## src/rtl/pipe_ctrl_pkg.sv

```systemverilog
// Shared pipeline-control definitions: sequencing states, opcode constants,
// the NOP encoding and the load-use hazard predicate.
package pipe_ctrl_pkg;

    typedef enum logic {
        RUN    = 1'b0,
        MULDIV = 1'b1
    } state_t;

    localparam logic [5:0]  OP_LW    = 6'b100011;
    localparam logic [5:0]  OP_SW    = 6'b101011;
    localparam logic [31:0] NOP_INSN = 32'h0000_0000;

    // $zero is never a real producer, so a load into r0 cannot create a hazard.
    function automatic logic load_use(
        input logic [5:0] ex_opcode,
        input logic [5:0] lw_opcode,
        input logic [4:0] ex_rt,
        input logic [4:0] id_rs,
        input logic [4:0] id_rt,
        input logic       id_uses_rt
    );
        return (ex_opcode == lw_opcode) && (ex_rt != 5'd0) &&
               ((ex_rt == id_rs) || (id_uses_rt && (ex_rt == id_rt)));
    endfunction

endpackage

```

## src/rtl/hazard_stall_controller_sat_counter.sv

```systemverilog
// Saturating up-counter used for the performance-debug statistics.
module sat_counter #(
    parameter int W = 16
) (
    input  logic         clk,
    input  logic         reset,
    input  logic         inc,
    output logic [W-1:0] count
);

    // Count qualifying edges, holding at all-ones instead of wrapping.
    always_ff @(posedge clk or posedge reset) begin
        if (reset) begin
            count <= {W{1'b0}};
        end else if (inc && (count != {W{1'b1}})) begin
            count <= count + {{(W-1){1'b0}}, 1'b1};
        end
    end

endmodule

```

## src/rtl/hazard_stall_controller.sv

```systemverilog
// Load-use stall, branch flush and mult/div hold sequencing for the 5-stage
// pipeline, with saturating stall/flush statistics.
module hazard_stall_controller
    import pipe_ctrl_pkg::*;
#(
    parameter logic [5:0] LW_OPCODE      = OP_LW,
    parameter int         MULDIV_LATENCY = 4,
    parameter int         CNT_W          = 16
) (
    input  logic             clk,
    input  logic             reset,
    input  logic [4:0]       ID_Rs,
    input  logic [4:0]       ID_Rt,
    input  logic             ID_uses_Rt,
    input  logic             ID_muldiv_start,
    input  logic [4:0]       EX_Rt,
    input  logic [5:0]       EX_opcode,
    input  logic             EX_branch_taken,
    output logic             PC_Write,
    output logic             IFID_Write,
    output logic             IFID_Flush,
    output logic             IDEX_Bubble,
    output logic             muldiv_busy,
    output logic [CNT_W-1:0] stall_cycles,
    output logic [CNT_W-1:0] flush_count
);

    localparam int WAIT_W   = (MULDIV_LATENCY > 1) ? $clog2(MULDIV_LATENCY) : 1;
    localparam int LOAD_VAL = (MULDIV_LATENCY > 1) ? (MULDIV_LATENCY - 2) : 0;
    localparam logic [WAIT_W-1:0] WAIT_LOAD = WAIT_W'(LOAD_VAL);
    localparam logic              MULTI_CYCLE = (MULDIV_LATENCY > 1);

    state_t            state;
    logic [WAIT_W-1:0] wait_cnt;
    logic              lu;

    assign lu = load_use(EX_opcode, LW_OPCODE, EX_Rt, ID_Rs, ID_Rt, ID_uses_Rt);

    // Pipeline enables as a function of state and current hazards.
    always_comb begin
        PC_Write    = 1'b1;
        IFID_Write  = 1'b1;
        IFID_Flush  = 1'b0;
        IDEX_Bubble = 1'b0;
        muldiv_busy = 1'b0;
        case (state)
            RUN: begin
                if (EX_branch_taken) begin
                    IFID_Flush  = 1'b1;
                    IDEX_Bubble = 1'b1;
                end else if (lu) begin
                    PC_Write    = 1'b0;
                    IFID_Write  = 1'b0;
                    IDEX_Bubble = 1'b1;
                end else begin
                    PC_Write    = 1'b1;
                end
            end
            MULDIV: begin
                PC_Write    = 1'b0;
                IFID_Write  = 1'b0;
                IDEX_Bubble = 1'b1;
                muldiv_busy = 1'b1;
            end
            default: begin
                PC_Write    = 1'b1;
            end
        endcase
    end

    // Sequencing FSM; a squashed or stalled ID instruction never starts mult/div.
    always_ff @(posedge clk or posedge reset) begin
        if (reset) begin
            state    <= RUN;
            wait_cnt <= {WAIT_W{1'b0}};
        end else begin
            case (state)
                RUN: begin
                    if (!EX_branch_taken && !lu && ID_muldiv_start && MULTI_CYCLE) begin
                        wait_cnt <= WAIT_LOAD;
                        state    <= MULDIV;
                    end
                end
                MULDIV: begin
                    if (wait_cnt == {WAIT_W{1'b0}}) begin
                        state <= RUN;
                    end else begin
                        wait_cnt <= wait_cnt - {{(WAIT_W-1){1'b0}}, 1'b1};
                    end
                end
                default: begin
                    state    <= RUN;
                    wait_cnt <= {WAIT_W{1'b0}};
                end
            endcase
        end
    end

    sat_counter #(.W(CNT_W)) u_stall_cnt (
        .clk   (clk),
        .reset (reset),
        .inc   (~PC_Write),
        .count (stall_cycles)
    );

    sat_counter #(.W(CNT_W)) u_flush_cnt (
        .clk   (clk),
        .reset (reset),
        .inc   (IFID_Flush),
        .count (flush_count)
    );

endmodule

```

## config.mk

```make
export PLATFORM = sky130hd
export DESIGN_NAME = hazard_stall_controller
export DESIGN_NICKNAME = d
export VERILOG_FILES = /design/src/rtl/pipe_ctrl_pkg.sv /design/src/rtl/hazard_stall_controller_sat_counter.sv /design/src/rtl/hazard_stall_controller.sv
export SDC_FILE = /design/constraint.sdc
export NUM_CORES = 1
export LEC_CHECK = 0
export ABC_CLOCK_PERIOD_IN_PS = 2700
export BUFFER_PORTS_ARGS = -buffer_cell sky130_fd_sc_hd__buf_2
export CAP_MARGIN = 30
export CORE_MARGIN = 2
export CORE_UTILIZATION = 45
export DETAILED_ROUTE_END_ITERATION = 6
export GPL_ROUTABILITY_DRIVEN = 1
export PLACE_DENSITY = 0.83
export SLEW_MARGIN = 30
export SYNTH_ARGS = -nofsm -noshare
export SYNTH_HDL_FRONTEND = slang
export SYNTH_HIERARCHICAL = 1
export SYNTH_SLANG_ARGS = --single-unit
```

## constraint.sdc

```tcl
create_clock -name clk -period 2.7 [get_ports clk]
set_input_delay 0.81 -clock clk [delete_from_list [all_inputs] [get_ports clk]]
set_output_delay 0.81 -clock clk [all_outputs]
set_load 0.01 [all_outputs]
```

# Word level (Yosys, flattened, before mapping)
# Index checks and enable logic that the tools add are counted.
# totals
inputBits	26
elab_cells	44
regBits	35
out_inout_bits	37
# op_classes
add_sub_neg	3
mux	15
n_bitwise	2
reduce_logical	13
n_eq_ne	7
# ops
cell	count
16-bit by 1-bit adder with 16-bit output, second input constant	2
16-bit != test, second input constant	2
5-bit equality test	2
1-bit 2-to-1 mux	9
1-bit logical AND	7
6-bit equality test, second input constant	1
1-bit one-hot mux with 2 select lines	3
5-bit nonzero test	1
2-bit 2-to-1 mux	2
2-bit != test, second input constant	2
2-bit one-hot mux with 2 select lines	1
1-bit logical NOT	2
2-bit logical NOT	1
1-bit inverter	2
2-bit AND reduction	1
2-bit by 1-bit subtractor with 2-bit output, second input constant	1
1-bit logical OR	1

# Logic depth before layout (Yosys ltp)
# logic_depth
word_depth	9
mapped_depth	9
mapped_depth_nobuf	9

# Cells and area by module
# The synthesis kept the hierarchy.
# modules_own_cells
module	instances	cells_each	area_each_um2
sat_counter	2	71	805.8
hazard_stall_controller	1	42	364.1

# Least setup slack after synthesis
# No wires, ideal clock.
# synth_timing
path_type	input -> output
startpoint	input port EX_Rt[1]
endpoint	output port PC_Write
n_path_buf	1
required_time_ps	1890
stages	5
arrival_ps	1977
setup_slack_ps	-87
path_cell_list	or4_4 > o21ai_2 > a21oi_2 > a21oi_1 > buf_4
# synth_via
elab_chain_len	7
elab_cells_between_ends	10
classes_between	eq/ne: 2; mux: 3; reduce/logical: 5
# synth_lines
item	line_no	text
from (decl)	hazard_stall_controller.sv:16	input logic [4:0] EX_Rt,
5-bit equality test	pipe_ctrl_pkg.sv:24	((ex_rt == id_rs) || (id_uses_rt && (ex_rt == id_rt)));
1-bit logical AND	pipe_ctrl_pkg.sv:24	
1-bit logical OR	pipe_ctrl_pkg.sv:24	
1-bit logical AND (*)	pipe_ctrl_pkg.sv:23	return (ex_opcode == lw_opcode) && (ex_rt != 5'd0) &&
1-bit 2-to-1 mux (*) (2 in series)	-	
1-bit one-hot mux with 2 select lines (*)	-	
to (decl)	hazard_stall_controller.sv:19	output logic PC_Write,
# Every way passes the cells marked *; elsewhere a longest branch is shown, timed or not.

# Worst setup path after layout
# layout_timing
startpoint	input port EX_Rt[1]
endpoint	output port IFID_Write
# layout_via
elab_chain_len	7
elab_cells_between_ends	10
classes_between	eq/ne: 2; mux: 3; reduce/logical: 5
# layout_lines
item	line_no	text
5-bit equality test	pipe_ctrl_pkg.sv:24	
1-bit logical AND	pipe_ctrl_pkg.sv:24	
1-bit logical OR	pipe_ctrl_pkg.sv:24	
1-bit logical AND (*)	pipe_ctrl_pkg.sv:23	
1-bit 2-to-1 mux (*)	hazard_stall_controller.sv:51	end else if (lu) begin
1-bit 2-to-1 mux (*)	hazard_stall_controller.sv:48	if (EX_branch_taken) begin
1-bit one-hot mux with 2 select lines (*)	hazard_stall_controller.sv:46	case (state)
to (decl)	hazard_stall_controller.sv:20	output logic IFID_Write,
# Marks and branches as above.

==> flow_summary_export.csv <==
group,metric,value,unit
outcome,status,"finished with violations",
outcome,violations,"negative setup slack",
critical_path,rr_endpoint,"u_flush_cnt/count[14]",
finish,diodes,0,
place,hpwl,3.43,mm
drt,wire_per_inst,15.3,um
sta,hold_slack,0.406,ns
place,portBuffers,62,
drt,wl,4.75,mm
clock_tree,htreeDepth,2,
floorplanning,fp-row-count,24,
pwr,p_comb_share,36.3,%
sta,slew_violations,0,
finish,seqCellArea,876,sq um
clock_tree,cts_tree,"done",
pwr,power_switching,0.738,mW
floorplanning,design.portCount,63,
synth,netlist_area,0.00198,sq mm
synth,synth_edf_count,0,
finish,fin_area,0.00258,sq mm
place,placed_area,0.00240,sq mm
pwr,netSwitchingFraction,37.8,%
critical_path,cp.arrival,1.99,ns
worst_hold_path,hp-class,"input port to async pin",
floorplanning,coreArea,0.00429,sq mm
place,post-place-cells,303,
grt,top_usage_layer,"met2",
synth,synth_fp_nets,213,
pwr,vdd_drop_max,0.000446,V
drt,drt_iter0_drc,100,
grt,track_usage,19.2,%
floorplanning,start_util,46.0,%
critical_path,cp_num_buf_inv,2,
grt,grtUsageMet3,5.19,%
sta,setup_viol,3,
finish,utilization,60.1,%
pwr,power_density,758,mW/mm^2
clock_tree,hold_buffers,0,
floorplanning,die_h,70.3,um
grt,grt_pass1_wl,7.67,mm
drt,num_vias,1718,
synth,ys_seq_area_share,44.3,%
sta,rsz0062_at_grt,"yes",
grt,grt_max_degree,17,
clock_tree,clock_latency,0.29,ns
finish,drive_gt1_share,39.8,%
sta,hold_viol,0,
critical_path,slowest_delay,0.54,ns
run,maxCapViolCount,0,
critical_path,crit_family,"simple AND/OR/NAND/NOR gates",
sta,fin_skew,0.00674,ns
sta,final.min_clock_period,2.80,ns
pwr,leakagePower,1.27,nW
critical_path,crit_path_max_fanout,4,
grt,grt_antenna_before_repair,0,
synth,ys.warnings.count,6,
critical_path,reg2reg_setup_slack,0.80,ns
floorplanning,die_w,70.3,um
drt,vias_per_cell,5.52,
sta,fmax,357,MHz
finish,finalNetCount,287,
sta,period_share,104,%
clock_tree,numCtsBuffers,5,
floorplanning,dieArea,0.00494,sq mm
pwr,seq_power_share,42.0,%
clock_tree,clkSinkCount,35,
pwr,internal-power,1.22,mW
sta,fin_ws,-0.0995,ns
finish,layout_common_cells,"57 x buf_2, 35 x dfrtp_1, 26 x xnor2_1",
critical_path,critPathLaunchType,"input port",
grt,grt_use_met2,32.5,%
finish,mostFrequentLayoutCell,"buf_2",
sta,relSlewSlack,57.0,%
drt,ant_nets,0,
grt,gr-total-overflow,0,
drt,drtPass1Iterations,4,
critical_path,cp_slowest_cell,"or4_4",
place,gp_congestion,0.779,
clock_tree,path_clk_slew,0.07,ns
sta,tightest_slew,0.645,ns
synth,async_flop_share,100,%
drt,drc,0,
synth,synth_cell_types,36,
finish,area_growth,30.7,%
synth,postSynthAreaPerCell,10.7,sq um
critical_path,crit_chain,"buf_6 > or4_4 > o21ai_4 > a21oi_4 > a21oi_2 > buf_2",
finish,n_fill_cell,355,
critical_path,critPathRequiredTime,1.89,ns
grt,grt_pass1_vias,1665,
critical_path,r2r_cells,5,
clock_tree,cts-root-buf,"clkbuf_8",
clock_tree,clock_path_buffers,2,
critical_path,cp-end-kind,"primary output",
synth,syn_inst,184,
synth,synth-main-ff-cell,"dfrtp_1",
critical_path,reg2reg_from,"state",
finish,multi_input_area,0.00112,sq mm
pwr,clkPwrFrac,21.8,%
synth,ys_ff_latch,35,
finish,layout.cells.non_filler,311,
grt,grt_use_met1,23.5,%
critical_path,critPathKind,"input port to primary output",
==> synth_stat cells, drive strengths merged (2+ instances only) <==
| cell type | count | area share (%) |
|---|---|---|
| nand4 | 14 | 6.6 |
| dfrtp | 35 | 44 |
| and3 | 10 | 3.3 |
| ha | 3 | 1.9 |
| nand2 | 15 | 3.1 |
| and2 | 2 | 0.63 |
| mux2 | 4 | 2.3 |
| inv | 6 | 1.1 |
| xnor2 | 26 | 12 |
| xor2 | 7 | 3.1 |
| nand2b | 3 | 0.95 |
| o21a | 3 | 1.1 |
| mux2i | 2 | 1.0 |
| nor3 | 2 | 0.51 |
| nor2 | 9 | 1.7 |
| a21oi | 6 | 1.7 |
| nand3 | 17 | 4.6 |
| and4 | 8 | 3.7 |
| nor4 | 3 | 2.8 |
==> state kept, by name, summed over array words and instances, names as in the netlist <==
signal	count
wait_cnt	2
state	1
u_flush_cnt/count	16
u_stall_cnt/count	16
==> power by group through the flow <==
stage	Sequential [mW]	Combinational, mW	Clock, mW
floorplan	0.824	0.387	0
global placement	0.803	0.633	0
detailed placement	0.813	0.662	0
CTS	0.803	0.667	0.429
global route	0.839	0.771	0.453
finish	0.821	0.709	0.426
==> metal layers <==
metal	vias up	wire, um	share of wire, %
li1	811	-	-
met1	846	2000	42
met2	46	2460	52
met3	15	149	3.1
met4	0	135	2.8
met5	-	0	0
==> cell type report <==
cell class / instances / area share (%)
multi-input cells: 142 / 43.5
clock buffers: 8 / 3.88
well taps: 52 / 2.52
flip-flops and latches: 35 / 33.9
repair buffers: 68 / 15.3
inverters: 6 / 0.873
==> repair_timing <==
item	4_1_cts	5_1_grt
cloned	0	0
setup endpoints to repair	3	11
buffers inserted	0	0
pin swaps	3	8
gates resized for setup	4	12
==> per-stage QoR <==
step,setup TNS [ns],power [mW],worst slack (ns)
CTS,-0.353,1.90,-0.122
global route,-0.367,2.06,-0.128
finish,-0.268,1.96,-0.0995
detailed placement,-1.71,1.47,-0.230
global placement,-0.818,1.44,-0.119
floorplan,-0.0102,1.21,-0.0102
==> worst max-delay path by stage <==
stage,from,cells after the start,slack (ns),endpoint
floorplan,EX_Rt[1],5,-0.01,PC_Write
global placement,EX_Rt[4],10,-0.12,u_stall_cnt/count[14]
detailed placement,EX_Rt[4],11,-0.23,u_stall_cnt/count[15]
CTS,EX_Rt[2],6,-0.12,IFID_Write
global route,EX_Rt[1],6,-0.13,IFID_Write
finish,EX_Rt[1],6,-0.1,IFID_Write
==> kinds of logic (layout without fill, tap and decap cells) <==
kind of cell | Yosys count | after routing | share of synthesized area, %
simple gates | 86 | 86 | 29.1
flops | 35 | 35 | 44.3
xor+xnor | 33 | 33 | 14.6
compound gates | 14 | 14 | 5.19
buf+inv | 7 | 82 | 1.52
mux | 6 | 6 | 3.29
fa+ha+maj | 3 | 3 | 1.90
Note: power is estimated with default switching activity, not from simulation.
